$ cat src/rtl/perf_counter_ctrl_if.sv
// perf_counter_ctrl_if: 16-bit request/response memory bus with read/write strobes.
// Signals:
//   address     16  byte address
//   read        1   read request, held until resp
//   write       1   write request, held until resp
//   wdata       16  write data
//   byte_enable 2   byte enables
//   resp        1   completion pulse
//   rdata       16  read data, valid with resp
// Modports: master issues requests, slave answers them.
interface perf_counter_ctrl_if;
    logic [15:0] address;
    logic        read;
    logic        write;
    logic [15:0] wdata;
    logic [1:0]  byte_enable;
    logic        resp;
    logic [15:0] rdata;
    modport master (
        output address, read, write, wdata, byte_enable,
        input  resp, rdata
    );
    modport slave (
        input  address, read, write, wdata, byte_enable,
        output resp, rdata
    );
endinterface

$ cat src/rtl/perf_counter_ctrl.sv
// perf_counter_ctrl: routes CPU data accesses to the performance-counter bank or the D-cache.
// Ports:
//   clk, reset    clock and synchronous active-high reset
//   mem (slave)   CPU data-memory bus
//   dc (master)   D-cache bus, driven straight from mem for non-local addresses
//   ctr_address   byte address presented to the counter bank, 16'hFFFF when idle
//   ctr_clear     clear strobe for the counter at ctr_address
//   ctr_rdata     counter read data, combinational from ctr_address
//   count_enable  global counting gate, reset to 1
// Optional macro PERF_CLEAR_ALL_EN: a control write with wdata[1]=1 clears every counter.
module perf_counter_ctrl #(
    parameter int          NUM_COUNTERS = 12,
    parameter logic [15:0] CTRL_ADDR    = 16'hFFE6
) (
    input  logic                       clk,
    input  logic                       reset,
    perf_counter_ctrl_if.slave         mem,
    perf_counter_ctrl_if.master        dc,
    output logic [15:0]                ctr_address,
    output logic                       ctr_clear,
    input  logic [15:0]                ctr_rdata,
    output logic                       count_enable
);
    localparam logic [15:0] WIN_BASE = 16'(32'h10000 - 2 * NUM_COUNTERS);
    typedef enum logic [1:0] {IDLE, ACCESS, RESP, CLR_ALL} state_t;
    state_t      state, state_n;
    logic [15:0] addr_q, rdata_q;
    logic [1:0]  be_q;
    logic        write_q, win_q, ctl_q, ce_q;
    logic        win, ctl, hit, accept;
`ifdef PERF_CLEAR_ALL_EN
    localparam int CW = $clog2(NUM_COUNTERS);
    logic [CW-1:0] clr_idx;
    logic          clr_all_q;
`endif
    assign win    = mem.address >= WIN_BASE;
    assign ctl    = mem.address[15:1] == CTRL_ADDR[15:1];
    assign hit    = win | ctl;
    assign accept = state == IDLE && hit && (mem.read || mem.write);
    always_ff @(posedge clk) begin
        if (reset) begin
            state        <= IDLE;
            rdata_q      <= '0;
            count_enable <= 1'b1;
        end else begin
            state <= state_n;
            if (accept) begin
                addr_q  <= mem.address;
                be_q    <= mem.byte_enable;
                write_q <= mem.write;
                win_q   <= win;
                ctl_q   <= ctl;
                ce_q    <= mem.wdata[0];
`ifdef PERF_CLEAR_ALL_EN
                clr_all_q <= mem.wdata[1];
`endif
            end
            if (state == ACCESS) begin
                rdata_q <= write_q ? '0 : win_q ? ctr_rdata : {15'b0, count_enable};
                if (write_q && ctl_q && be_q[0])
                    count_enable <= ce_q;
            end
`ifdef PERF_CLEAR_ALL_EN
            clr_idx <= state == CLR_ALL ? clr_idx + 1'b1 : '0;
`endif
        end
    end
    always_comb begin
        state_n        = state;
        ctr_address    = 16'hFFFF;
        ctr_clear      = 1'b0;
        mem.resp       = 1'b0;
        mem.rdata      = rdata_q;
        dc.address     = mem.address;
        dc.wdata       = mem.wdata;
        dc.byte_enable = mem.byte_enable;
        dc.read        = 1'b0;
        dc.write       = 1'b0;
        case (state)
            IDLE: begin
                if (!hit) begin
                    dc.read   = mem.read;
                    dc.write  = mem.write;
                    mem.resp  = dc.resp;
                    mem.rdata = dc.rdata;
                end
                state_n = accept ? ACCESS : IDLE;
            end
            ACCESS: begin
                ctr_address = addr_q;
                ctr_clear   = write_q && win_q && |be_q;
`ifdef PERF_CLEAR_ALL_EN
                state_n = write_q && ctl_q && be_q[0] && clr_all_q ? CLR_ALL : RESP;
`else
                state_n = RESP;
`endif
            end
            RESP: begin
                mem.resp = 1'b1;
                state_n  = IDLE;
            end
            default: begin
`ifdef PERF_CLEAR_ALL_EN
                // Walk the bank from the top word downward, one counter per cycle.
                ctr_address = 16'hFFFE - (16'(clr_idx) << 1);
                ctr_clear   = 1'b1;
                state_n     = clr_idx == CW'(NUM_COUNTERS - 1) ? RESP : CLR_ALL;
`else
                state_n = IDLE;
`endif
            end
        endcase
        // Reset suppresses any strobe or response from an access in flight.
        if (reset) begin
            ctr_clear = 1'b0;
            mem.resp  = 1'b0;
        end
    end
endmodule

$ cat src/flat_wrapper.sv
// flat-port wrapper written by rule: the top's interface ports become plain ports
module perf_counter_ctrl_flat 
#(
    parameter int          NUM_COUNTERS = 12,
    parameter logic [15:0] CTRL_ADDR    = 16'hFFE6
)
  (clk, reset, ctr_address, ctr_clear, ctr_rdata, count_enable, mem_address, mem_read, mem_write, mem_wdata, mem_byte_enable, mem_resp, mem_rdata, dc_address, dc_read, dc_write, dc_wdata, dc_byte_enable, dc_resp, dc_rdata);
  perf_counter_ctrl_if mem_i ();
  perf_counter_ctrl_if dc_i ();
  input  logic clk;
  input  logic reset;
  output logic [15:0] ctr_address;
  output logic ctr_clear;
  input  logic [15:0] ctr_rdata;
  output logic count_enable;
  input wire logic [$bits(mem_i.address)-1:0] mem_address;
  input wire logic [$bits(mem_i.read)-1:0] mem_read;
  input wire logic [$bits(mem_i.write)-1:0] mem_write;
  input wire logic [$bits(mem_i.wdata)-1:0] mem_wdata;
  input wire logic [$bits(mem_i.byte_enable)-1:0] mem_byte_enable;
  output wire logic [$bits(mem_i.resp)-1:0] mem_resp;
  output wire logic [$bits(mem_i.rdata)-1:0] mem_rdata;
  output wire logic [$bits(dc_i.address)-1:0] dc_address;
  output wire logic [$bits(dc_i.read)-1:0] dc_read;
  output wire logic [$bits(dc_i.write)-1:0] dc_write;
  output wire logic [$bits(dc_i.wdata)-1:0] dc_wdata;
  output wire logic [$bits(dc_i.byte_enable)-1:0] dc_byte_enable;
  input wire logic [$bits(dc_i.resp)-1:0] dc_resp;
  input wire logic [$bits(dc_i.rdata)-1:0] dc_rdata;
  assign mem_i.address = mem_address;
  assign mem_i.read = mem_read;
  assign mem_i.write = mem_write;
  assign mem_i.wdata = mem_wdata;
  assign mem_i.byte_enable = mem_byte_enable;
  assign mem_resp = mem_i.resp;
  assign mem_rdata = mem_i.rdata;
  assign dc_address = dc_i.address;
  assign dc_read = dc_i.read;
  assign dc_write = dc_i.write;
  assign dc_wdata = dc_i.wdata;
  assign dc_byte_enable = dc_i.byte_enable;
  assign dc_i.resp = dc_resp;
  assign dc_i.rdata = dc_rdata;
  perf_counter_ctrl #(.NUM_COUNTERS(NUM_COUNTERS), .CTRL_ADDR(CTRL_ADDR)) u_core (.clk(clk), .reset(reset), .mem(mem_i), .dc(dc_i), .ctr_address(ctr_address), .ctr_clear(ctr_clear), .ctr_rdata(ctr_rdata), .count_enable(count_enable));
endmodule
$ cat config.mk
export PLATFORM = sky130hd
export DESIGN_NAME = perf_counter_ctrl_flat
export DESIGN_NICKNAME = d
export VERILOG_FILES = /design/src/rtl/perf_counter_ctrl_if.sv /design/src/rtl/perf_counter_ctrl.sv /design/src/flat_wrapper.sv
export SDC_FILE = /design/constraint.sdc
export NUM_CORES = 1
export LEC_CHECK = 0
export ABC_AREA = 0
export CAP_MARGIN = 20
export CORE_MARGIN = 5
export CORE_UTILIZATION = 38
export CTS_BUF_LIST = sky130_fd_sc_hd__clkbuf_8 sky130_fd_sc_hd__clkbuf_16
export DETAILED_ROUTE_END_ITERATION = 8
export PLACE_DENSITY = 0.95
export SLEW_MARGIN = 20
export SYNTH_ARGS = -nofsm -noshare
export SYNTH_HDL_FRONTEND = slang
export SYNTH_SLANG_ARGS = --single-unit
$ cat constraint.sdc
create_clock -name clk -period 8.6 [get_ports clk]
set_input_delay 1.72 -clock clk [delete_from_list [all_inputs] [get_ports clk]]
set_output_delay 1.72 -clock clk [all_outputs]
set_load 0.005 [all_outputs]
* Word-level counts from Yosys, hierarchy flattened
Index checks and enable logic that the tools add are counted.
** Storage, ports and cells
- Register bits after elaboration :: 41
- Latch bits :: 0
- Memory bits (writable) :: 0
- ROM bits :: 0
- Memories kept :: 0
** Operators by class
- Add/subtract/negate cells :: 0
- Multiply operators :: 0
- Divide/modulo/power cells :: 0
- $lt $le $gt $ge :: 1
- Eq/ne operators :: 3
- Shift operators :: 0
- Muxes and demuxes :: 16
- Bitwise logic cells :: 2
- Reductions and logical operators :: 11
** Operator list (count)
- 16-bit two-way mux :: 5
- 16-bit greater-or-equal comparator (second input constant) :: 1
- 15-bit == test (second input constant) :: 1
- 1-bit two-way mux :: 9
- 1-bit logical AND :: 6
- 2-bit one-hot mux with 2 select lines :: 1
- 2-bit AND reduction :: 2
- 2-bit by 1-bit == test with 1-bit output (second input constant) :: 1
- 2-bit == test (second input constant) :: 1
- 2-bit logical NOT :: 1
- 1-bit one-hot mux with 2 select lines :: 1
- 2-bit OR reduction :: 1
- 1-bit logical OR :: 1
- 1-bit inverter :: 1
- 1-bit bitwise OR :: 1

* Logic depth before layout (Yosys ltp)
- Word-level depth :: 6
- Gate-level depth with buffers :: 5
- Mapped depth without buffers :: 3

* Worst setup path after synthesis
OpenSTA, ideal clock, no wires.
- Path kind :: input port to flip-flop
- Start point :: input mem_address[7]
- End point :: register u_core.addr_q[0], enable pin
- Setup time :: 457 ps
- Arrival :: 4556 ps
- Setup slack :: 3587 ps
- Cell stages on the path :: 3
- Path buffers :: 0
- Path through :: nand4_1 -> or3_1 -> nor4_1
** Between the ends
- Cells in the longest elaborated chain, start to end :: 5
- Elaborated cells between the ends (all ways) :: 6
- Those cells by class :: order compare (1); eq/ne (1); bitwise (1); reduce/logical (3)
** Ends and longest elaborated chain
- from (decl) :: RTL line flat_wrapper.sv:16 : input wire logic [$bits(mem_i.address)-1:0] mem_address;
- 16-bit greater-or-equal comparator or 15-bit == test (tied branches) :: RTL line perf_counter_ctrl.sv:36, perf_counter_ctrl.sv:37
- 1-bit bitwise OR (*) :: RTL line perf_counter_ctrl.sv:38 : assign hit = win | ctl;
- 1-bit logical AND (*) (2 in a row) :: RTL line perf_counter_ctrl.sv:39 : assign accept = state == IDLE && hit && (mem.read || mem.write);
- 2-bit AND reduction (no source line) (*)
- to (signal assigned) :: RTL line perf_counter_ctrl.sv:48 : addr_q <= mem.address;
- to (decl) :: RTL line perf_counter_ctrl.sv:27 : logic [15:0] addr_q, rdata_q;
Mark *: on every way between the ends. The rest lies on a longest branch, timed or not.
A chain may end at the register's enable or synchronous reset.

* Worst setup path after layout
- Start point :: input mem_address[2]
- End point :: output mem_rdata[5]
** Between the ends
- Cells in the longest elaborated chain, start to end :: 4
- Elaborated cells between the ends (all ways) :: 5
- Those cells by class :: order compare (1); eq/ne (1); mux (2); bitwise (1)
** Ends and longest elaborated chain
- 16-bit greater-or-equal comparator or 15-bit == test (tied branches) :: RTL line perf_counter_ctrl.sv:36, perf_counter_ctrl.sv:37
- 1-bit bitwise OR (*) :: RTL line perf_counter_ctrl.sv:38
- 16-bit two-way mux (*) :: RTL line perf_counter_ctrl.sv:81 : if (!hit) begin
- 16-bit two-way mux (*) :: RTL line perf_counter_ctrl.sv:79 : case (state)
- to (decl) :: RTL line flat_wrapper.sv:22 : output wire logic [$bits(mem_i.rdata)-1:0] mem_rdata;
Marked as above.

==> results.sh <==
export IMPL_status="complete, no violations"
export IMPL_cp_slowest_cell="a211oi_1"
export IMPL_finalClockSkew_ps=8.30
export IMPL_layout_drive_gt1_share_pct=17.8
export IMPL_yosys_warnings=0
export IMPL_cp_max_fo=18
export IMPL_worst_pin_slew_ps=1020
export IMPL_hold_end="u_core.count_enable"
export IMPL_r2r_end="u_core.addr_q[0]"
export IMPL_peakVddDrop_mv=0.0838
export IMPL_postSynthAreaPerCell_sq_um=11.4
export IMPL_grt_usage_pct=14.5
export IMPL_leakagePower_uw=0.00111
export IMPL_clk_pin_slew_worst_paths_ps=80
export IMPL_min_from="u_core.ce_q"
export IMPL_die_area_sq_um=6920
export IMPL_core_sq_um=5170
export IMPL_num_vias=1554
export IMPL_netlist_instances=178
export IMPL_fmax_mhz=169
export IMPL_holdBufCountCts=0
export IMPL_initial_core_util_pct=39.4
export IMPL_final_cell_mix="111 x clkdlybuf4s50_1, 23 x nor2_1, 22 x edfxtp_1"
export IMPL_synth_seq_cells=41
export IMPL_synthXorXnorAreaFrac_pct=0
export IMPL_synth_flop_cell="edfxtp_1"
export IMPL_setup_violations_final=0
export IMPL_ff2ff_path_depth=4
export IMPL_top_level_ports=142
export IMPL_grt_max_degree=37
export IMPL_slowest_delay_ps=880
export IMPL_cts_root_buf="clkbuf_8"
export IMPL_areaGrowthSynthToFinish_pct=51.1
export IMPL_row_count=26
export IMPL_final_setup_tns_ps=0
export IMPL_post_cts_resized=0
export IMPL_routed_wl_mm=5.31
export IMPL_rsz0062_at_grt="false"
export IMPL_port_buffers=111
export IMPL_cp_start_kind="primary input"
export IMPL_muxShareOfSynthArea_pct=10.8
export IMPL_dp_hpwl_mm=4.20
export IMPL_final_max_slew_violation_count=0
export IMPL_required_ps=6880
export IMPL_grt_pass1_vias=1611
export IMPL_cts_tree="built"
export IMPL_async_flop_share_pct=0
export IMPL_finalPower_uw=388
export IMPL_synth_compound_area_share_pct=10.0
export IMPL_drc=0
export IMPL_antenna_cells=0
export IMPL_synth_top_family_by_area="buffers and inverters"
export IMPL_gp_congestion=0.757
export IMPL_ys_seq_area_share_pct=51.1
export IMPL_clock_latency_ps=290
export IMPL_utilization_pct=59.5
export IMPL_antenna_found_initial=0
export IMPL_ff2ff_setup_slack_ps=6640
export IMPL_post_cts_buffers=0
export IMPL_drv_cap=0
export IMPL_drtIter0Drc=34
export IMPL_power_density_nw_per_um2=126
export IMPL_die_x_microns=83.2
export IMPL_synthesis_nets=249
export IMPL_routedWlPerCell_microns=16.2
export IMPL_final_common_cell="clkdlybuf4s50_1"
export IMPL_holdCritPathClass="flip-flop to flip-flop"
export IMPL_synth_fa_ha_area_share_pct=0
export IMPL_grt_pass1_wl_mm=8.14
export IMPL_worstSetupPathType="primary input to primary output"
export IMPL_antenna_left=0
export IMPL_worstPathArrival_ps=4190
export IMPL_synth_edf_count=22
export IMPL_die_h_microns=83.2
export IMPL_hold_violations=0
export IMPL_fillers=425
export IMPL_period_share_pct=68.8
export IMPL_critical_path_cell_chain="clkdlybuf4s50_1 -> a211oi_1 -> o41ai_4 -> buf_4 -> mux2_2 -> clkdlybuf4s50_1"
export IMPL_grt_overflow_total=0
export IMPL_cts_made_buffers=5
export IMPL_layout_nets=328
export IMPL_fin_crit_ps=5910
export IMPL_cts_sinks=41
export IMPL_syn_area_sq_um=2040
export IMPL_ys_types=29
export IMPL_synthSimpleGateAreaFrac_pct=13.3
export IMPL_cts_buffer_depth=2
export IMPL_cp_end_kind="primary output"
export IMPL_r2r_start="u_core.state[0]"
export IMPL_worstHoldPathCells=1
export IMPL_slew_headroom_pct=31.7
export IMPL_h_tree_depth=2
export IMPL_dr_pass1_iters=4
export IMPL_cp_common_cell="clkdlybuf4s50_1"
export IMPL_vias_per_cell=4.74
[synth_stat cells, drive strengths merged (2+ instances only)]
master | n | area [sq um]
nor2 | 23 | 86.3
nand4 | 2 | 18.8
nor4 | 3 | 18.8
mux2 | 16 | 210
o21a | 2 | 15.0
edfxtp | 22 | 661
clkbuf | 6 | 22.5
nand3 | 2 | 10.0
buf | 36 | 272
nand2 | 2 | 7.51
a22oi | 15 | 113
or2 | 16 | 100
or3 | 2 | 12.5
inv | 2 | 7.51
dfxtp | 19 | 380
[power by group]
group / internal, uW / switching, uW
clock: 63.1 / 61.6
sequential: 205 / 0.00906
combinational: 41.6 / 16.1
total: 310 / 77.7
[flip-flops by register name, summed over array words and instances (netlist names)]
signal and flops:
u_core.write_q 1, u_core.rdata_q 16, u_core.be_q 2, u_core.addr_q 16
u_core.state 2, u_core.ce_q 1, u_core.ctl_q 1, u_core.count_enable 1
u_core.win_q 1
[through the flow]
stage / area, sq um / cells / worst slack (ps) / hold slack (ps)
2_1_floorplan: 2040 / 178 / 3590 / 428
3_3_place_gp: 2980 / 320 / 2910 / 433
3_5_place_dp: 2980 / 320 / 2830 / 454
4_1_cts: 3070 / 328 / 2830 / 477
5_1_grt: 3080 / 328 / 2610 / 497
6_report: 3080 / 328 / 2690 / 467
[kinds of logic after synthesis]
logic type,Yosys count
AOI/OAI and AO/OA,24
buffers and inverters,44
and+or+nand+nor,52
muxes,17
DFF,41
[worst max-delay path: cells and delay by family]
| family | cells | cell delay, ps |
|---|---|---|
| AOI/OAI and AO/OA | 2 | 950 |
| buffers and inverters | 3 | 1240 |
| muxes | 1 | 270 |
[per-layer routing]
metal	up-vias	wire length (microns)	global-route usage, %
met2	60	3050	28.7
met3	9	302	3.66
li1	757	-	-
met4	0	108	5.79
met1	728	1850	14.0
met5	-	0	0
[area by class of cell]
class | count | area, sq um | area share [%]
inverters | 2 | 7.51 | 0.244
multi-input cells | 93 | 718 | 23.3
repair buffers | 114 | 1130 | 36.8
well taps | 70 | 87.6 | 2.85
clock buffers | 6 | 82.6 | 2.68
clock inverters | 2 | 7.51 | 0.244
flip-flops and latches | 41 | 1040 | 33.8
[worst max path at each step]
stage                              start          endpoint  slack (ps)  cells after the start
after global placement    mem_address[3]     mem_rdata[10]        2910                      6
after global routing      mem_address[3]      mem_rdata[5]        2610                      6
after detailed placement  mem_address[3]      mem_rdata[5]        2830                      6
final                     mem_address[2]      mem_rdata[5]        2690                      6
after floorplan           mem_address[7]  u_core.addr_q[0]        3590                      3
after CTS                 mem_address[3]      mem_rdata[5]        2830                      6
Note: power is estimated with default switching activity, not from simulation.
==> edit 1: new RTL, same flow settings <==
Register the output `count_enable` once more, cleared by the reset; this adds one clock of latency there. The other outputs are not delayed to match.
--- a/src/rtl/perf_counter_ctrl.sv
+++ b/src/rtl/perf_counter_ctrl.sv
@@ -24,4 +24,6 @@
     localparam logic [15:0] WIN_BASE = 16'(32'h10000 - 2 * NUM_COUNTERS);
     typedef enum logic [1:0] {IDLE, ACCESS, RESP, CLR_ALL} state_t;
+
+    logic count_enable_s0;
     state_t      state, state_n;
     logic [15:0] addr_q, rdata_q;
@@ -42,5 +44,5 @@
             state        <= IDLE;
             rdata_q      <= '0;
-            count_enable <= 1'b1;
+            count_enable_s0 <= 1'b1;
         end else begin
             state <= state_n;
@@ -57,7 +59,7 @@
             end
             if (state == ACCESS) begin
-                rdata_q <= write_q ? '0 : win_q ? ctr_rdata : {15'b0, count_enable};
+                rdata_q <= write_q ? '0 : win_q ? ctr_rdata : {15'b0, count_enable_s0};
                 if (write_q && ctl_q && be_q[0])
-                    count_enable <= ce_q;
+                    count_enable_s0 <= ce_q;
             end
 `ifdef PERF_CLEAR_ALL_EN
@@ -117,4 +119,12 @@
         end
     end
+    always_ff @(posedge clk) begin
+        if (reset) begin
+            count_enable <= '0;
+        end else begin
+            count_enable <= count_enable_s0;
+        end
+    end
+
 endmodule
 
Function: changed (a bounded check fails within 4 cycles, from zero or initial values and one cycle with reset high).
==> edit 1 against the unedited design <==
- setup slack improved by 5.1 ps
- synthesized cell count up 1.1%
- wire length is 0.92% higher
- final area increased by 0.77%
- largest cell class unchanged
- sequential power grew 2%
- core utilization up 0.085 points
- sequential cell count rose by 1
- largest power group unchanged
- first-iteration DRC count grew 50%
- synthesized area up 1.3%
- combinational power rose by 0.7%
- power decreased by 0.39%
==> edit 1: results (changes against the unedited design) <==
* Number of global-route vias before repair: 1723 (was 1611)
* Nets: 330 (was 328)
- Synth async-reset ratio: 0% (unchanged)
- The post-cts gate resize count is 0 (unchanged).
- The maximum number of pins on one net before global-route repair came to 21 (was 37).
- The area after detailed placement is 3020 um2 (was 2980 um2).
- The count of flip-flops with a built-in enable after synthesis came to 22 (unchanged).
- The sequential element share of the synthesized area is 51.4% (was 51.1%).
- Commonest cells in the synthesized netlist: buf_4 (34), nor2_1 (23), edfxtp_1 (22) (unchanged).
- Initial antenna violation count: 0 (unchanged)
* Antenna Cells: 0 (unchanged)
* DR WL/cell: 16.2 um (about the same)
- The layout cell share with drive strength beyond 1 was 17.3% (was 17.8%).
* Routed vias/inst: 4.82 (was 4.74)
- Global-route wire length before repair: 8590 um (was 8140 um)
- Filler Cell Count: 449 (was 425)
- The clock buffer count from CTS came to 5 (unchanged).
- The routed via count came to 1591 (was 1554).
- The quantity of I/O buffers inserted on ports was 111 (unchanged).
* Setup bufs post-CTS: 0 (unchanged)
* Top cells by area, synth: edfxtp_1 (32%), dfxtp_1 (19%), buf_4 (12%) (was edfxtp_1 (32%), dfxtp_1 (19%), buf_4 (13%))
- Final GP Congestion: 0.815 (was 0.757)
- The depth of the CTS H-tree was 2 (unchanged).
- The static leakage came to 1.12 nW (was 1.11 nW).
- Net count after synthesis: 251 (was 249)
- The largest buffer count on any clock path is 2 (unchanged).
- The worst clock skew on the final layout was 8.80 ps (was 8.30 ps).
- Post-DP HPWL: 4150 um (was 4200 um)
- Number of distinct standard cells referenced by the synthesized netlist: 30 (was 29)
- Largest registers in the final layout: u_core.addr_q (16), u_core.rdata_q (16) (unchanged).
* Clock tree root buffer cell: clkbuf_8 (unchanged)
* Run status: complete, no violations (unchanged)
- After clock tree synthesis, the clock-pin slew on the worst setup and hold paths is 70 ps.
- The all-layer global routing usage came to 15.2% (was 14.5%).
- The max-slew headroom at the worst pin was 33.5% (was 31.7%).
- Utilization after layout: 59.6% (was 59.5%)
- Flip-flop cell with the highest count after synthesis: edfxtp_1 (unchanged)
- Arrival time of data at the critical path endpoint: 4190 ps (about the same)
- Number of detailed-route iterations in the first pass: 4 (unchanged)
* Hold WC Path Type: register to register (unchanged)
* Synthesis warning total: 0 (unchanged)
* Later-pin clock latency in the skew report: 290 ps (about the same)
- The violation count after the first detailed-route iteration is 51 (was 34).
- Worst IR drop on VDD: 0.0849 mV (was 0.0838 mV)
==> edit 1: changes by cell type after synthesis <==
| cell | delta |
|---|---|
| dfxtp_1 | +1 |
| nor2b_1 | +1 |
==> edit 1: metal layers <==
layer,GRT usage (%),part of all wire (%)
met2,29.5,56
met5,0,0
met4,6.73,2.0
met3,3.85,6.1
met1,15.0,36
==> edit 1: cell families (layout without fill, tap and decap cells) <==
kind of cell	Yosys count	after routing	share of synthesized area [%]
and+or+nand+nor	53	53	13.4
muxes	17	17	10.7
buffers and inverters	44	124	14.6
AOI/OAI and AO/OA	24	24	9.88
DFF	42	42	51.4
==> edit 1: worst max-delay path, stage by stage <==
cell             delay [ps]
clkdlybuf4s50_1         480
a211oi_1                850
o41ai_4                  80
buf_4                   260
mux2_4                  320
clkdlybuf4s50_1         470
==> edit 1: area by class of cell <==
class	count	share of cell area (%)
Clock buffer	5	2.22
Sequential cell	42	34.2
Clock inverter	3	0.403
Timing Repair Buffer	114	36.5
Inverter	2	0.242
Tap cell	70	2.82
Multi-Input combinational cell	94	23.6
==> edit 1: worst paths after layout <==
check / startpoint / endpoint / slack (ps) / cells after the start
worst max-delay path: mem_address[3] / mem_rdata[10] / 2690 / 6
worst min register to register: u_core.ce_q / u_core.count_enable_s0 / 460 / 1
worst max register to register: u_core.state[0] / u_core.addr_q[7] / 6620 / 4
worst min-delay path: u_core.ce_q / u_core.count_enable_s0 / 460 / 1
==> edit 1: where the power goes <==
part	leakage (nW)	switching (W)	internal [W]	total [W]
registers	0.355	0.0000000619	0.000210	0.000210
clock network	0.0468	0.0000632	0.0000546	0.000118
logic	0.715	0.0000161	0.0000421	0.0000582
==> edit 1: per-stage QoR <==
| step | setup slack (ps) | hold WS [ps] | power, W | cells |
|---|---|---|---|---|
| CTS | 2690 | 460 | 0.000393 | 330 |
| global placement | 2900 | 434 | 0.000272 | 322 |
| detailed placement | 2710 | 442 | 0.000274 | 322 |
| finish | 2690 | 459 | 0.000386 | 330 |
| floorplan | 3590 | 428 | 0.000237 | 180 |
| global route | 2560 | 474 | 0.000405 | 330 |
==> edit 2: new RTL, same flow settings <==
Made on the original files. Add a define of `PERF_CLEAR_ALL_EN`.
--- a/src/rtl/perf_counter_ctrl.sv
+++ b/src/rtl/perf_counter_ctrl.sv
@@ -9,4 +9,6 @@
 //   count_enable  global counting gate, reset to 1
 // Optional macro PERF_CLEAR_ALL_EN: a control write with wdata[1]=1 clears every counter.
+`define PERF_CLEAR_ALL_EN
+
 module perf_counter_ctrl #(
     parameter int          NUM_COUNTERS = 12,
Behaviour: not the same (Yosys sat finds a counterexample within 4 cycles, from zero or initial values and one cycle with reset high).
==> edit 2 against the unedited design <==
- sequential cell count rose by 5
- setup slack got worse by 40 ps
- final area rose by 8.2%
- wire length rose by 6.4%
- clock skew barely moved
- register-to-register slack got worse by 400 ps
- cell count rose by 10%
- power rose by 9.6%
- synthesized area rose by 13%
- largest cell class is now sequential cells
- highest routed layer unchanged
==> edit 2: results (changes against the unedited design) <==
- Run status: complete, no violations (unchanged)
* Multiplexer area fraction after synthesis: 9.57% (was 10.8%)
* Top cells by area, synth: edfxtp_1 (35%), dfxtp_1 (17%), buf_4 (11%) (was edfxtp_1 (32%), dfxtp_1 (19%), buf_4 (13%))
* Routed met1 length: 2150 um (was 1850 um)
* Number of distinct standard cells referenced by the synthesized netlist: 35 (was 29)
- Nets: 358 (was 328)
* Proportion of layout cells with a drive suffix above 1: 15.0% (was 17.8%)
- Net count after synthesis: 281 (was 249)
* Worst IR drop on VDD: 0.0782 mV (was 0.0838 mV)
* Number of synthesized flops with an enable pin: 27 (was 22)
* Maximum root-to-sink buffer count: 2 (unchanged)
- Setup slack at placement: 2540 ps (was 2830 ps)
- Xor and xnor area share after synthesis: 0.761% (was 0%)
* Maximum number of pins on one net before global-route repair: 32 (was 37)
- 1st-iter DRT viols: 24 (was 34)
* Detail Route met3 WL: 586 um (was 302 um)
* Overall global routing resource usage: 14.2% (was 14.5%)
* Filler Cell Count: 496 (was 425)
* Critical path's largest stage delay: 720 ps (was 880 ps)
- The first-pass GRT wire length was 8450 um (was 8140 um).
- Wire length reported by the detailed router: 5650 um (was 5310 um)
- The area after detailed placement was 3230 um2 (was 2980 um2).
- Worst clock skew: 8.16 ps (was 8.30 ps)
* Post-DP HPWL: 4410 um (was 4200 um)
* LEAKAGE: 1.18 nW (was 1.11 nW)
* Area fraction in compound gates after synthesis: 9.03% (was 10.0%)
* Arrival time of data at the critical path endpoint: 4230 ps (was 4190 ps)
- Adder-cell share of the synthesized area: 0.544% (was 0%)
- The routability-driven placement congestion ratio is 0.811 (was 0.757).
- The max-slew headroom at the worst pin was 36.8% (was 31.7%).
* Commonest cells in the synthesized netlist: buf_4 (34), edfxtp_1 (27), nor2_1 (24) (was buf_4 (34), nor2_1 (23), edfxtp_1 (22))
* Total CTS buffers: 5 (unchanged)
- Register-to-register path setup slack: 6240 ps (was 6640 ps)
* Vias after detailed routing: 1773 (was 1554)
- The area inside the core boundary is 5920 um2 (was 5170 um2).
- Met2 routed WL: 2850 um (was 3050 um)
- The quantity of I/O buffers inserted on ports is 113 (was 111).
- The sequential element share of the synthesized area was 51.8% (was 51.1%).
* Worst Slack Setup Final: 2650 ps (was 2690 ps)
- Later-pin clock latency in the skew report: 290 ps (about the same)
- Largest registers in the final layout: u_core.addr_q (16), u_core.rdata_q (16), u_core.clr_idx (4) (was u_core.addr_q (16), u_core.rdata_q (16)).
- Pint: 0.000339 W (was 0.000310 W)
[edit 2: area by class of cell]
class	instances	area, um2	area share [%]
tap	75	93.8	2.82
inverter	4	15.0	0.451
clock inverter	2	8.76	0.263
sequential	46	1190	35.8
multi-input combinational	116	807	24.2
clock buffer	6	82.6	2.48
timing repair buffer	113	1130	34.0
[edit 2: per-layer routing]
| metal | track usage [%] | vias up |
|---|---|---|
| met5 | 0 | - |
| met4 | 4.46 | 0 |
| met3 | 4.99 | 12 |
| met2 | 25.3 | 85 |
| met1 | 15.8 | 822 |
| li1 | - | 854 |
[edit 2: worst register-to-register path: cells and delay by family, from the launching register on]
family             cells  cell delay, ps
and+or+nand+nor        3            1480
AOI/OAI and AO/OA      1             180
DFF                    1             640
[edit 2: power by group through the flow]
stage | sequential, W | combinational, W | clock (W)
2_1_floorplan | 0.000238 | 0.0000222 | 0
3_3_place_gp | 0.000239 | 0.0000580 | 0
3_5_place_dp | 0.000239 | 0.0000590 | 0
4_1_cts | 0.000234 | 0.0000594 | 0.000138
5_1_grt | 0.000234 | 0.0000625 | 0.000145
6_report | 0.000234 | 0.0000586 | 0.000133
[edit 2: worst paths after layout]
check,cells past startpoint,to,from
max reg2reg,4,u_core.rdata_q[6],u_core.state[0]
max,6,mem_rdata[1],mem_address[3]
min reg2reg,2,u_core.count_enable,u_core.ce_q
min,2,u_core.count_enable,u_core.ce_q
[edit 2: cell families (layout without fill, tap and decap cells)]
group,after synthesis,in the layout
compound gates,30,30
flops,46,46
simple gates,66,66
xor+xnor,2,2
buf+inv,47,125
fa+ha+maj,1,1
mux,17,17
[edit 2: metrics by stage]
stage / std cells / hold WS (ps)
detailed placement: 354 / 466
CTS: 362 / 486
global route: 362 / 498
finish: 362 / 477
floorplan: 209 / 433
global placement: 354 / 451
